$ cat src/rtl/mem_rd_seq_pkg.sv
// mem_rd_seq_pkg: state encoding and configuration checks shared by the read sequencer
package mem_rd_seq_pkg;

    localparam int ST_W = 5;

    typedef enum logic [ST_W-1:0] {
        IDLE         = 5'd0,
        ARM          = 5'd1,
        ISSUE        = 5'd2,
        WAIT         = 5'd3,
        CAP          = 5'd4,
        HOLD         = 5'd5,
        DONE         = 5'd6,
        WAIT_REQ_LOW = 5'd7,
        CLR          = 5'd8
    } state_t;

    function automatic bit rd_lat_ok(input int lat);
        return lat == 1 || lat == 2;
    endfunction

endpackage

$ cat src/rtl/mem_rd_seq_if.sv
// mem_rd_seq_if: SRAM bus plus output stream; wdata only exists with MEM_RD_SEQ_CLR_ON_READ_EN
interface mem_rd_seq_if #(
    parameter int AW = 5,
    parameter int DW = 8
);

    logic          csn;
    logic          we;
    logic [AW-1:0] addr;
    logic [DW-1:0] rdata;
`ifdef MEM_RD_SEQ_CLR_ON_READ_EN
    logic [DW-1:0] wdata;
`endif
    logic [DW-1:0] dout;
    logic          dvld;
    logic          drdy;

    modport master (
        output csn, we, addr, dout, dvld,
`ifdef MEM_RD_SEQ_CLR_ON_READ_EN
        output wdata,
`endif
        input  rdata, drdy
    );

    modport slave (
        input  csn, we, addr, dout, dvld,
`ifdef MEM_RD_SEQ_CLR_ON_READ_EN
        input  wdata,
`endif
        output rdata, drdy
    );

endinterface

$ cat src/rtl/mem_rd_seq_ctr.sv
// mem_rd_seq_ctr: burst address and word counter with load-to-BASE, wrapping increment and last-word flag
module mem_rd_seq_ctr #(
    parameter int AW   = 5,
    parameter int BASE = 0,
    parameter int LEN  = 32
) (
    input  logic          clk,
    input  logic          rstn,
    input  logic          ld,
    input  logic          inc,
    output logic [AW-1:0] addr,
    output logic          last
);

    localparam int CW = AW + 1;

    logic [CW-1:0] cnt;

    // load wins over increment; the address wraps naturally at 2**AW
    always_ff @(posedge clk or negedge rstn)
        if (!rstn) begin
            addr <= AW'(BASE);
            cnt  <= '0;
        end else if (ld || inc) begin
            addr <= ld ? AW'(BASE) : addr + AW'(1);
            cnt  <= ld ? '0 : cnt + CW'(1);
        end

    assign last = cnt == CW'(LEN - 1);

endmodule

$ cat src/rtl/mem_rd_seq.sv
// mem_rd_seq: en-paced burst reader streaming words out over valid/ready; MEM_RD_SEQ_CLR_ON_READ_EN adds clear-after-read
module mem_rd_seq
    import mem_rd_seq_pkg::*;
#(
    parameter int AW     = 5,
    parameter int DW     = 8,
    parameter int BASE   = 0,
    parameter int LEN    = 32,
    parameter int RD_LAT = 1
) (
    input  logic            clk,
    input  logic            rstn,
    input  logic            req,
    input  logic            en,
    mem_rd_seq_if.master    bus,
    output logic            done,
    output logic [ST_W-1:0] st
);

    if (!rd_lat_ok(RD_LAT) || LEN < 1 || LEN > 2**AW) begin : g_cfg_err
        $error("mem_rd_seq: illegal RD_LAT or LEN");
    end

    state_t        state;
    logic [AW-1:0] addr;
    logic          last;
    logic          xfer;
    logic          ld;
    logic          inc;
    logic          csn_q;
    logic          dvld_q;
    logic [DW-1:0] dout_q;
`ifdef MEM_RD_SEQ_CLR_ON_READ_EN
    logic          we_q;
`endif

    assign xfer = state == HOLD && dvld_q && bus.drdy;
    assign ld   = state == DONE || (state == ARM && !req) || (xfer && !last && !req);
    assign inc  = xfer && !last && req;

    mem_rd_seq_ctr #(.AW(AW), .BASE(BASE), .LEN(LEN)) u_ctr (
        .clk  (clk),
        .rstn (rstn),
        .ld   (ld),
        .inc  (inc),
        .addr (addr),
        .last (last)
    );

    // sequencer: csn/we are set on entry to the state that owns the bus cycle so they stay registered
    always_ff @(posedge clk or negedge rstn)
        if (!rstn) begin
            state  <= IDLE;
            csn_q  <= 1'b1;
            dout_q <= '0;
            dvld_q <= 1'b0;
            done   <= 1'b0;
`ifdef MEM_RD_SEQ_CLR_ON_READ_EN
            we_q   <= 1'b0;
`endif
        end else begin
            done <= 1'b0;
            case (state)
                IDLE: if (req) state <= ARM;
                ARM:
                    if (!req) state <= IDLE;
                    else if (en) begin
                        state <= ISSUE;
                        csn_q <= 1'b0;
                    end
                ISSUE: begin
                    csn_q <= 1'b1;
                    state <= RD_LAT == 2 ? WAIT : CAP;
                end
                WAIT: state <= CAP;
                CAP: begin
                    dout_q <= bus.rdata;
                    dvld_q <= 1'b1;
`ifdef MEM_RD_SEQ_CLR_ON_READ_EN
                    state  <= CLR;
                    csn_q  <= 1'b0;
                    we_q   <= 1'b1;
`else
                    state  <= HOLD;
`endif
                end
`ifdef MEM_RD_SEQ_CLR_ON_READ_EN
                CLR: begin
                    csn_q <= 1'b1;
                    we_q  <= 1'b0;
                    state <= HOLD;
                end
`endif
                HOLD:
                    if (xfer) begin
                        dvld_q <= 1'b0;
                        done   <= last;
                        state  <= last ? DONE : req ? ARM : IDLE;
                    end
                DONE: state <= req ? WAIT_REQ_LOW : IDLE;
                WAIT_REQ_LOW: if (!req) state <= IDLE;
                default: state <= IDLE;
            endcase
        end

    assign bus.csn  = csn_q;
    assign bus.addr = addr;
    assign bus.dout = dout_q;
    assign bus.dvld = dvld_q;
    assign st       = state;
`ifdef MEM_RD_SEQ_CLR_ON_READ_EN
    assign bus.we    = we_q;
    assign bus.wdata = '0;
`else
    assign bus.we    = 1'b0;
`endif

endmodule

$ cat src/flat_wrapper.sv
// flat-port wrapper written by rule: the top's interface ports become plain ports
module mem_rd_seq_flat import mem_rd_seq_pkg::*;
#(
    parameter int AW     = 5,
    parameter int DW     = 8,
    parameter int BASE   = 0,
    parameter int LEN    = 32,
    parameter int RD_LAT = 1
)
  (clk, rstn, req, en, done, st, bus_csn, bus_we, bus_addr, bus_dout, bus_dvld, bus_rdata, bus_drdy);
  mem_rd_seq_if #(.AW(AW), .DW(DW)) bus_i ();
  input  logic clk;
  input  logic rstn;
  input  logic req;
  input  logic en;
  output logic done;
  output logic [ST_W-1:0] st;
  output wire logic [$bits(bus_i.csn)-1:0] bus_csn;
  output wire logic [$bits(bus_i.we)-1:0] bus_we;
  output wire logic [$bits(bus_i.addr)-1:0] bus_addr;
  output wire logic [$bits(bus_i.dout)-1:0] bus_dout;
  output wire logic [$bits(bus_i.dvld)-1:0] bus_dvld;
  input wire logic [$bits(bus_i.rdata)-1:0] bus_rdata;
  input wire logic [$bits(bus_i.drdy)-1:0] bus_drdy;
  assign bus_csn = bus_i.csn;
  assign bus_we = bus_i.we;
  assign bus_addr = bus_i.addr;
  assign bus_dout = bus_i.dout;
  assign bus_dvld = bus_i.dvld;
  assign bus_i.rdata = bus_rdata;
  assign bus_i.drdy = bus_drdy;
  mem_rd_seq #(.AW(AW), .DW(DW), .BASE(BASE), .LEN(LEN), .RD_LAT(RD_LAT)) u_core (.clk(clk), .rstn(rstn), .req(req), .en(en), .bus(bus_i), .done(done), .st(st));
endmodule
$ cat config.mk
export PLATFORM = sky130hd
export DESIGN_NAME = mem_rd_seq_flat
export DESIGN_NICKNAME = d
export VERILOG_FILES = /design/src/rtl/mem_rd_seq_pkg.sv /design/src/rtl/mem_rd_seq_if.sv /design/src/rtl/mem_rd_seq_ctr.sv /design/src/rtl/mem_rd_seq.sv /design/src/flat_wrapper.sv
export SDC_FILE = /design/constraint.sdc
export NUM_CORES = 1
export LEC_CHECK = 0
export ABC_AREA = 1
export BUFFER_PORTS_ARGS = -buffer_cell sky130_fd_sc_hd__buf_2
export CAP_MARGIN = 0
export CELL_PAD_IN_SITES_DETAIL_PLACEMENT = 1
export CELL_PAD_IN_SITES_GLOBAL_PLACEMENT = 2
export CORE_UTILIZATION = 30
export DETAILED_ROUTE_END_ITERATION = 6
export GPL_ROUTABILITY_DRIVEN = 1
export HOLD_SLACK_MARGIN = 0.05
export PLACE_DENSITY = 0.81
export SYNTH_ARGS = -nofsm -noshare
export SYNTH_HDL_FRONTEND = slang
export SYNTH_HIERARCHICAL = 1
export SYNTH_SLANG_ARGS = --single-unit
$ cat constraint.sdc
create_clock -name clk -period 2.5 [get_ports clk]
set_input_delay 0.5 -clock clk [delete_from_list [all_inputs] [get_ports clk]]
set_output_delay 0.5 -clock clk [all_outputs]
set_load 0.05 [all_outputs]
==> reports/qor.csv, run 1 <==
stage,metric,value,unit
run_status,status,"complete, no violations",
worst_setup_path,crit path kind,flop to flop,
worst_setup_path,crit end category,flop,
cells_and_area,synthesis-to-layout area growth,17.4,%
sta,worst-margin pin slew,0.653,ns
synthesis,YS warnings,6,
placed_design,placed cells,234,
clock_network,Root Buffer Master,clkbuf_8,
clock_network,hold bufs inserted after CTS,0,
floorplanning,# IOs,35,
cells_and_area,area occupied by multi-input gates,602,sq um
clock_network,setup bufs post-CTS,0,
sta,"Slew Viols, Final",0,
clock_network,CTS tree,yes,
synthesis,sequential fraction of the synthesis area,0.468,
drt,DRT iter0 DRCs,25,
drt,Vias/cell,4.78,
power_and_ir_drop,combinational share of power,0.516,
worst_setup_path,CP Max Fanout,9,
floorplanning,Die ar.,0.00474,sq mm
global_routing,initial antenna violation count,0,
drt,met3 wire len,123,microns
synthesis,Yosys reg bits,25,
power_and_ir_drop,internal power,0.896,mW
sta,RSZ-0062 raised after global routing,no,
global_routing,largest net degree at the start of global routing,26,
sta,Slew headroom,0.563,
global_routing,vias in the first global route,1176,
power_and_ir_drop,Clock Power Share,0.137,
global_routing,global-route wire length before repair,5530,microns
worst_setup_path,startpoint types,flop,
clock_network,clock slew at reported path FFs,0.09,ns
cells_and_area,fill cell count,526,
synthesis,Synth area leader,dfrtp_1,
worst_setup_path,data arrival time of the critical path,2.25,ns
cells_and_area,n_diodes,0,
clock_network,H-Tree Depth,1,
floorplanning,core area,0.00414,sq mm
job,MaxCap Viol Count,0,
cells_and_area,Nets,204,
placed_design,port bufs,31,
drt,drt wl/cell,13.8,microns
placed_design,half-perimeter wire length after placement,2490,microns
sta,crit path time final,2.08,ns
global_routing,GRT Total Usage,0.158,
cells_and_area,Final Util,0.380,
power_and_ir_drop,maximum vdd drop,0.000594,V
floorplanning,starting density of the core,0.323,
drt,metal2 WL,1590,microns
sta,worst hold margin,0.212,ns
synthesis,Area contributors post-synth,"dfrtp_1 45%, nand2_1 8.4%, nand3_1 6.7%, mux2_2 6.7%, nor2_1 5.6%",
power_and_ir_drop,Power Dens Cells,1170,mW/mm^2
drt,routed vias,1138,
cells_and_area,Post-Layout Cell Count,238,
global_routing,grt total ovfl,0,
synthesis,"Cell Area, Synth",0.00134,sq mm
synthesis,area share of the largest cell type after synthesis,0.448,
clock_network,worst skew pair latency,0.27,ns
worst_hold_path,Hold Path Class,input pin to asynchronous set/reset pin,
clock_network,cts repair resizes,0,
power_and_ir_drop,Switch Pwr,0.945,mW
synthesis,Syn Inst Count,156,
synthesis,syn avg cell area,8.59,sq um
sta,fmax,0.481,GHz
power_and_ir_drop,static leakage,0.823,nW
drt,highest routed layer,met4,
power_and_ir_drop,Sw Ratio,0.513,
clock_network,Clock Path Buffers,2,
drt,met1 wire length,1540,microns
synthesis,Cell variety after synth,25,
floorplanning,Die W,68.8,microns
drt,drt total wl,3290,microns
clock_network,Clock Sinks,25,
power_and_ir_drop,Seq pwr share,0.347,
floorplanning,die height,68.8,microns
sta,setup TNS,0,ns
drt,# DRC,0,
sta,"Setup violations, final",0,
floorplanning,cell row count,23,
worst_setup_path,worst endpoint required time,2.68,ns
placed_design,gpl congestion,0.885,
cells_and_area,Storage cell area,627,sq um
cells_and_area,layout cells sized above 1,0.298,
clock_network,Num CTS Buffers,3,
sta,final hold vios,0,
sta,fin crit share,0.831,
drt,remaining antenna violation count,0,
drt,drt pass-1 iters,4,
sta,Final Skew,0.00261,ns
[power groups by stage]
stage / combinational (mW) / clock, mW / sequential [mW]
finish: 0.950 / 0.252 / 0.638
global route: 1.02 / 0.284 / 0.657
CTS: 0.962 / 0.264 / 0.639
detailed placement: 0.956 / 0 / 0.645
global placement: 0.932 / 0 / 0.638
floorplan: 0.409 / 0 / 0.984
[path summary, 6_finish.rpt]
path                                       startpoint                              end  slack (ns)  cells past startpoint
min in group clk                         bus_rdata[1]   u_core/bus.dout[1]$_DFFE_PN0P_        0.45                      2
min reg2reg                u_core/bus.csn$_DFFE_PN1P_       u_core/bus.csn$_DFFE_PN1P_        0.50                      2
max in group asynchronous                        rstn       u_core/bus.csn$_DFFE_PN1P_        1.91                      1
min                                              rstn  u_core/u_ctr/cnt[3]$_DFFE_PN0P_        0.21                      1
max reg2reg                  u_core/st[2]$_DFFE_PN0P_  u_core/u_ctr/cnt[5]$_DFFE_PN0P_        0.42                      8
max                          u_core/st[2]$_DFFE_PN0P_  u_core/u_ctr/cnt[5]$_DFFE_PN0P_        0.42                      8
[registers in the layout, summed over array words and instances, names as in the netlist]
signal             flops
u_core/bus.dout        8
u_core/u_ctr/cnt       6
u_core/u_ctr/addr      5
u_core/st              3
u_core/bus.csn         1
u_core/bus.dvld        1
u_core/done            1
[logic make-up (layout without fill, tap and decap cells)]
logic type,Yosys count,after routing,share of synthesized area
and+or+nand+nor,84,84,0.300
DFF,25,25,0.468
buffers and inverters,24,54,0.0887
AOI/OAI and AO/OA,11,11,0.0486
muxes,8,8,0.0672
adders and majority gates,2,2,0.0187
other,1,3,0.00280
xor gates and xnor gates,1,1,0.00654
[synth_stat cells]
cell / number
nor3b_1: 1
inv_1: 16
mux2_2: 8
o211ai_1: 1
buf_4: 5
nand3_1: 18
nand2_4: 2
nand3_2: 1
o21ai_0: 6
a21oi_1: 2
inv_4: 1
dfrtp_1: 24
nor3_1: 1
conb_1: 1
xnor2_1: 1
nand2_1: 30
nor2_4: 2
ha_1: 2
nand4_1: 7
nor2_2: 2
dfstp_2: 1
inv_2: 1
a31o_2: 2
buf_6: 1
nor2_1: 20
[metrics by stage]
stage | setup slack (ns) | instance area, sq um | total power, mW
final | 0.422 | 1570 | 1.84
after floorplan | 0.484 | 1350 | 1.39
after detailed placement | 0.402 | 1520 | 1.60
after CTS | 0.382 | 1570 | 1.87
after global placement | 0.541 | 1520 | 1.57
after global routing | 0.196 | 1570 | 1.96
[critical path: stages (launching register included)]
cell and delay [ns]:
dfrtp_1 0.51, inv_1 0.18, nand3_1 0.16, o211ai_1 0.58
inv_4 0.15, nand2_4 0.14, nand4_1 0.12, nand2_1 0.09
nor2_1 0.04
[metal layers]
metal  global-route usage  up-vias
met3               0.0296        5
met5                    0        -
met2                0.267       28
met1                0.204      536
li1                     -      569
met4               0.0459        0
[cells in the final DEF (no fill, tap or decap), drive strengths merged, types with 6 or more instances in the layout]
master	n
inv	18
nand2	32
o21ai	6
nand3	19
mux2	8
dfrtp	24
nand4	7
nor2	24
buf	32
[layout make-up]
class	count	area share
Sequential cell	25	0.399
Multi-Input combinational cell	109	0.383
Timing Repair Buffer	32	0.103
Inverter	18	0.0446
Tap cell	50	0.0398
Clock buffer	3	0.0263
Clock inverter	1	0.00477
No activity file was read; power rests on OpenSTA's default activity.
==> inputs of run 2 (changes only) <==
- CORE_UTILIZATION: 30 -> 27
- PLACE_DENSITY: 0.81 -> 0.77
- clock period: 2.5 -> 1.8 ns (I/O delays scaled with it)
==> reports/qor.csv, run 2 (synthesized netlist as in run 1, its figures left out) <==
stage,metric,value,unit
run_status,status,"complete, but fails checks",
run_status,violated checks,negative setup slack,
clock_network,Num CTS Buffers,3,
cells_and_area,Post-Layout Cell Count,274,
cells_and_area,synthesis-to-layout area growth,32.6,%
job,MaxCap Viol Count,0,
worst_setup_path,worst endpoint required time,1.98,ns
sta,"Slew Viols, Final",0,
sta,Setup WS post-layout,-0.0291,ns
global_routing,global-route wire length before repair,6110,microns
worst_setup_path,CP Max Fanout,5,
sta,setup TNS,-0.0536,ns
cells_and_area,Nets,223,
cells_and_area,post-route cell area,0.00178,sq mm
placed_design,port bufs,31,
cells_and_area,most frequent cells in the layout,"31 x buf_2, 30 x nand2_1, 20 x buf_4, 20 x dfrtp_1",
sta,fmax,0.547,GHz
cells_and_area,Final Util,0.374,
placed_design,pre-CTS setup slack,-0.00256,ns
global_routing,largest net degree at the start of global routing,26,
clock_network,clock slew at reported path FFs,0.09,ns
sta,"Setup violations, final",3,
worst_setup_path,r2r startpoint,u_core/u_ctr/cnt[1]$_DFFE_PN0P_,
power_and_ir_drop,maximum vdd drop,0.000858,V
sta,Final Skew,0.00634,ns
cells_and_area,max reg flops,8,
worst_hold_path,Hold Path Class,input pin to asynchronous set/reset pin,
worst_setup_path,Critical Path Slowest Stage Cell,dfrtp_1,
global_routing,vias in the first global route,1314,
drt,drt total wl,3620,microns
clock_network,hold bufs inserted after CTS,0,
placed_design,half-perimeter wire length after placement,2670,microns
placed_design,placed cells,261,
sta,worst-margin pin slew,0.581,ns
clock_network,Clock Sinks,25,
power_and_ir_drop,Switch Pwr,1.35,mW
sta,RSZ-0062 raised after global routing,yes,
sta,Slew headroom,0.612,
floorplanning,die height,72.5,microns
drt,drt pass-1 iters,4,
drt,drt wl/cell,13.2,microns
global_routing,initial antenna violation count,0,
drt,remaining antenna violation count,0,
drt,DRT iter0 DRCs,29,
clock_network,CTS tree,yes,
floorplanning,Die W,72.5,microns
placed_design,gpl congestion,0.858,
worst_setup_path,"Top cell by count, worst path",nor2_2,
drt,# DRC,0,
sta,final hold vios,0,
cells_and_area,n_diodes,0,
floorplanning,starting density of the core,0.282,
worst_setup_path,crit end category,flop,
worst_setup_path,startpoint types,flop,
power_and_ir_drop,Tot Pwr,2.76,mW
worst_setup_path,reg2reg end,u_core/u_ctr/cnt[5]$_DFFE_PN0P_,
power_and_ir_drop,Power Dens Cells,1550,mW/mm^2
floorplanning,core area,0.00475,sq mm
floorplanning,cell row count,25,
clock_network,worst skew pair latency,0.27,ns
power_and_ir_drop,combinational share of power,0.564,
worst_setup_path,Worst R2R Path Depth,12,
clock_network,Root Buffer Master,clkbuf_8,
cells_and_area,layout cells sized above 1,0.415,
placed_design,placed inst area,0.00165,sq mm
power_and_ir_drop,internal power,1.41,mW
sta,worst hold margin,0.0773,ns
clock_network,H-Tree Depth,1,
floorplanning,# IOs,35,
power_and_ir_drop,Clock Power Share,0.123,
worst_setup_path,data arrival time of the critical path,2.01,ns
drt,Vias/cell,4.49,
global_routing,grt total ovfl,0,
clock_network,Clock Path Buffers,2,
cells_and_area,"commonest non-fill, non-tap cell in the layout",buf_2,
power_and_ir_drop,Seq pwr share,0.313,
worst_setup_path,critical-path cell list,ha_2 > nand4_1 > nor2_2 > inv_1 > nand3_1 > o211ai_1 > bufinv_8 > nand2_8 > nand3_2 > nand2_1 > inv_2 > nor2_2,
cells_and_area,fill cell count,593,
power_and_ir_drop,Sw Ratio,0.489,
worst_setup_path,"Largest stage delay, worst path",0.39,ns
global_routing,GRT Total Usage,0.150,
sta,fin crit share,1.02,
floorplanning,Die ar.,0.00525,sq mm
worst_setup_path,crit path kind,flop to flop,
worst_setup_path,r2r setup slk,-0.03,ns
drt,routed vias,1231,
sta,crit path time final,1.83,ns
power_and_ir_drop,static leakage,0.926,nW
run 2: final cells by class:
type	instances	area [sq um]	area share
clock buffer	3	41.3	0.0232
timing repair buffer	51	305	0.172
inverter	18	83.8	0.0472
sequential	25	632	0.356
clock inverter	1	5.00	0.00282
tap	67	83.8	0.0472
multi-input combinational	109	626	0.352
run 2: what timing repair did:
item,in CTS,in global routing
gates resized for setup,2,4
endpoints found under the setup margin,4,10
buffers inserted,3,6
pin swaps,1,4
run 2: worst max-delay path: cells and delay by family (launching register included):
kind / cells / cell delay (ns)
and+or+nand+nor: 7 / 0.61
DFF: 1 / 0.39
buffers and inverters: 3 / 0.36
adders and majority gates: 1 / 0.20
AOI/OAI and AO/OA: 1 / 0.17
run 2: per-layer routing:
layer,up-vias,track usage,routed length (microns)
li1,609,-,-
met4,0,0.0523,53
met2,23,0.258,1770
met1,595,0.192,1710
met5,-,0,0
met3,4,0.0222,93
run 2: worst max path at each step:
stage,start,depth (start not counted),slack (ns),end
4_1_cts,u_core/u_ctr/cnt[0]$_DFFE_PN0P_,12,0.02,u_core/u_ctr/cnt[5]$_DFFE_PN0P_
3_5_place_dp,u_core/u_ctr/cnt[0]$_DFFE_PN0P_,11,-0.003,u_core/u_ctr/cnt[5]$_DFFE_PN0P_
5_1_grt,u_core/u_ctr/cnt[0]$_DFFE_PN0P_,11,-0.18,u_core/u_ctr/cnt[5]$_DFFE_PN0P_
6_report,u_core/u_ctr/cnt[1]$_DFFE_PN0P_,12,-0.03,u_core/u_ctr/cnt[5]$_DFFE_PN0P_
2_1_floorplan,u_core/st[2]$_DFFE_PN0P_,9,-0.04,u_core/u_ctr/cnt[5]$_DFFE_PN0P_
3_3_place_gp,u_core/u_ctr/cnt[0]$_DFFE_PN0P_,10,0.07,u_core/u_ctr/cnt[2]$_DFFE_PN0P_
run 2: power groups by stage:
stage,registers [mW],logic (mW),clock network (mW)
finish,0.864,1.56,0.338
global placement,0.859,1.44,0
global route,0.886,1.68,0.382
floorplan,1.38,0.609,0
CTS,0.864,1.51,0.366
detailed placement,0.875,1.46,0
==> inputs of run 3 (changes only) <==
- CORE_UTILIZATION: 27 -> 32
- PLACE_DENSITY: 0.77 -> 0.85
- clock period: 1.8 -> 2.2 ns (I/O delays scaled with it)
==> reports/qor.csv, run 3 (synthesized netlist as in run 1, its figures left out) <==
stage,metric,value,unit
drt,Vias/cell,4.96,
sta,setup TNS,0,ns
floorplanning,cell row count,23,
placed_design,half-perimeter wire length after placement,2530,microns
clock_network,Root Buffer Master,clkbuf_8,
cells_and_area,Nets,209,
power_and_ir_drop,maximum vdd drop,0.000795,V
global_routing,global-route wire length before repair,5400,microns
cells_and_area,max reg flops,8,
drt,remaining antenna violation count,0,
clock_network,CTS tree,yes,
power_and_ir_drop,combinational share of power,0.544,
sta,RSZ-0062 raised after global routing,no,
power_and_ir_drop,Seq pwr share,0.328,
power_and_ir_drop,static leakage,0.850,nW
global_routing,initial antenna violation count,0,
floorplanning,# IOs,35,
sta,final hold vios,0,
cells_and_area,"commonest non-fill, non-tap cell in the layout",buf_2,
worst_setup_path,startpoint types,flop,
power_and_ir_drop,Clock Power Share,0.128,
sta,fin crit share,0.894,
worst_setup_path,CP Max Fanout,7,
run_status,status,"complete, no violations",
sta,"Setup violations, final",0,
floorplanning,starting density of the core,0.335,
cells_and_area,synthesis-to-layout area growth,19.9,%
floorplanning,Die W,66.7,microns
placed_design,placed cells,237,
drt,# DRC,0,
power_and_ir_drop,Power Dens Cells,1330,mW/mm^2
cells_and_area,n_diodes,0,
drt,drt wl/cell,13.4,microns
drt,routed vias,1205,
worst_setup_path,Worst R2R Path Depth,11,
cells_and_area,fill cell count,493,
sta,Slew headroom,0.614,
sta,worst-margin pin slew,0.579,ns
global_routing,vias in the first global route,1202,
power_and_ir_drop,internal power,1.07,mW
drt,drt total wl,3260,microns
clock_network,clock slew at reported path FFs,0.08,ns
worst_setup_path,crit path kind,flop to flop,
clock_network,Clock Sinks,25,
sta,Final Skew,0.00158,ns
cells_and_area,Post-Layout Cell Count,243,
power_and_ir_drop,Sw Ratio,0.501,
sta,fmax,0.508,GHz
job,MaxCap Viol Count,0,
worst_setup_path,worst endpoint required time,2.36,ns
sta,crit path time final,1.97,ns
drt,DRT iter0 DRCs,22,
placed_design,port bufs,31,
global_routing,grt total ovfl,0,
worst_setup_path,crit end category,flop,
clock_network,Num CTS Buffers,3,
global_routing,largest net degree at the start of global routing,26,
sta,"Slew Viols, Final",0,
floorplanning,core area,0.00400,sq mm
clock_network,worst skew pair latency,0.27,ns
worst_setup_path,data arrival time of the critical path,2.13,ns
clock_network,Clock Path Buffers,2,
floorplanning,die height,66.7,microns
floorplanning,Die ar.,0.00445,sq mm
cells_and_area,layout cells sized above 1,0.311,
clock_network,H-Tree Depth,1,
global_routing,GRT Total Usage,0.165,
clock_network,hold bufs inserted after CTS,0,
power_and_ir_drop,Switch Pwr,1.07,mW
cells_and_area,most frequent cells in the layout,"31 x buf_2, 30 x nand2_1, 24 x dfrtp_1",
worst_hold_path,Hold Path Class,input pin to asynchronous set/reset pin,
placed_design,gpl congestion,0.846,
drt,drt pass-1 iters,4,
clock_network,cts repair resizes,0,
## run 3: cell types whose count changed in the layout (fill, tap and decap cells not counted), sizes merged
cell    delta
clkbuf     +1
bufinv     -1
clkinv     -1
inv        +1
buf       -14
## run 3: worst paths after layout
| path | start | end | slack [ns] |
|---|---|---|---|
| max | u_core/u_ctr/cnt[1]$_DFFE_PN0P_ | u_core/u_ctr/cnt[3]$_DFFE_PN0P_ | 0.23 |
| min | rstn | u_core/bus.dout[7]$_DFFE_PN0P_ | 0.16 |
| max reg2reg | u_core/u_ctr/cnt[1]$_DFFE_PN0P_ | u_core/u_ctr/cnt[3]$_DFFE_PN0P_ | 0.23 |
| min reg2reg | u_core/bus.csn$_DFFE_PN1P_ | u_core/bus.csn$_DFFE_PN1P_ | 0.49 |
| max in group asynchronous | rstn | u_core/u_ctr/addr[1]$_DFFE_PN0P_ | 1.66 |
| min in group clk | bus_rdata[2] | u_core/bus.dout[2]$_DFFE_PN0P_ | 0.40 |
## run 3: area by class of cell
class                           instances  area, sq um  share of cell area
Clock buffer                            4         45.0              0.0280
Inverter                               18         70.1              0.0436
Multi-Input combinational cell        109          602               0.375
Sequential cell                        25          627               0.390
Tap cell                               50         62.6              0.0389
Timing Repair Buffer                   37          200               0.125
## run 3: worst max-delay path, stage by stage, from the launching register on
cell	delay, ns
dfrtp_1	0.39
ha_1	0.22
nand4_1	0.12
nor2_1	0.25
inv_1	0.07
nand3_1	0.08
o211ai_1	0.09
buf_4	0.17
nor2_4	0.19
nor2_1	0.07
o21ai_0	0.15
nor2_1	0.05
## run 3: what timing repair did
item                                   in CTS  in global routing
setup endpoints to repair                   0                  6
endpoints found under the hold margin       0                  0
buffers inserted                            0                  2
## run 3: routing by layer
metal  global-route usage  routed length (microns)
met4               0.0904                       92
met1                0.200                     1450
met2                0.268                     1580
met3               0.0377                      139
met5                    0                        0
## run 3: stage by stage
step	instance area (sq um)	hold WS (ns)	total power, mW	utilization	setup WS [ns]
2_1_floorplan	1350	0.144	1.58	-	0.184
3_3_place_gp	1550	0.465	1.82	0.387	0.259
3_5_place_dp	1550	0.478	1.86	0.387	0.113
4_1_cts	1590	0.175	2.14	0.398	0.0872
5_1_grt	1610	0.197	2.26	0.402	0.0296
6_report	1610	0.159	2.13	0.402	0.233
## run 3: power groups by stage
stage,clock [mW],combinational (mW),sequential [mW]
floorplan,0,0.465,1.12
global placement,0,1.13,0.695
detailed placement,0,1.15,0.709
finish,0.273,1.16,0.700
global route,0.305,1.24,0.712
CTS,0.289,1.15,0.701
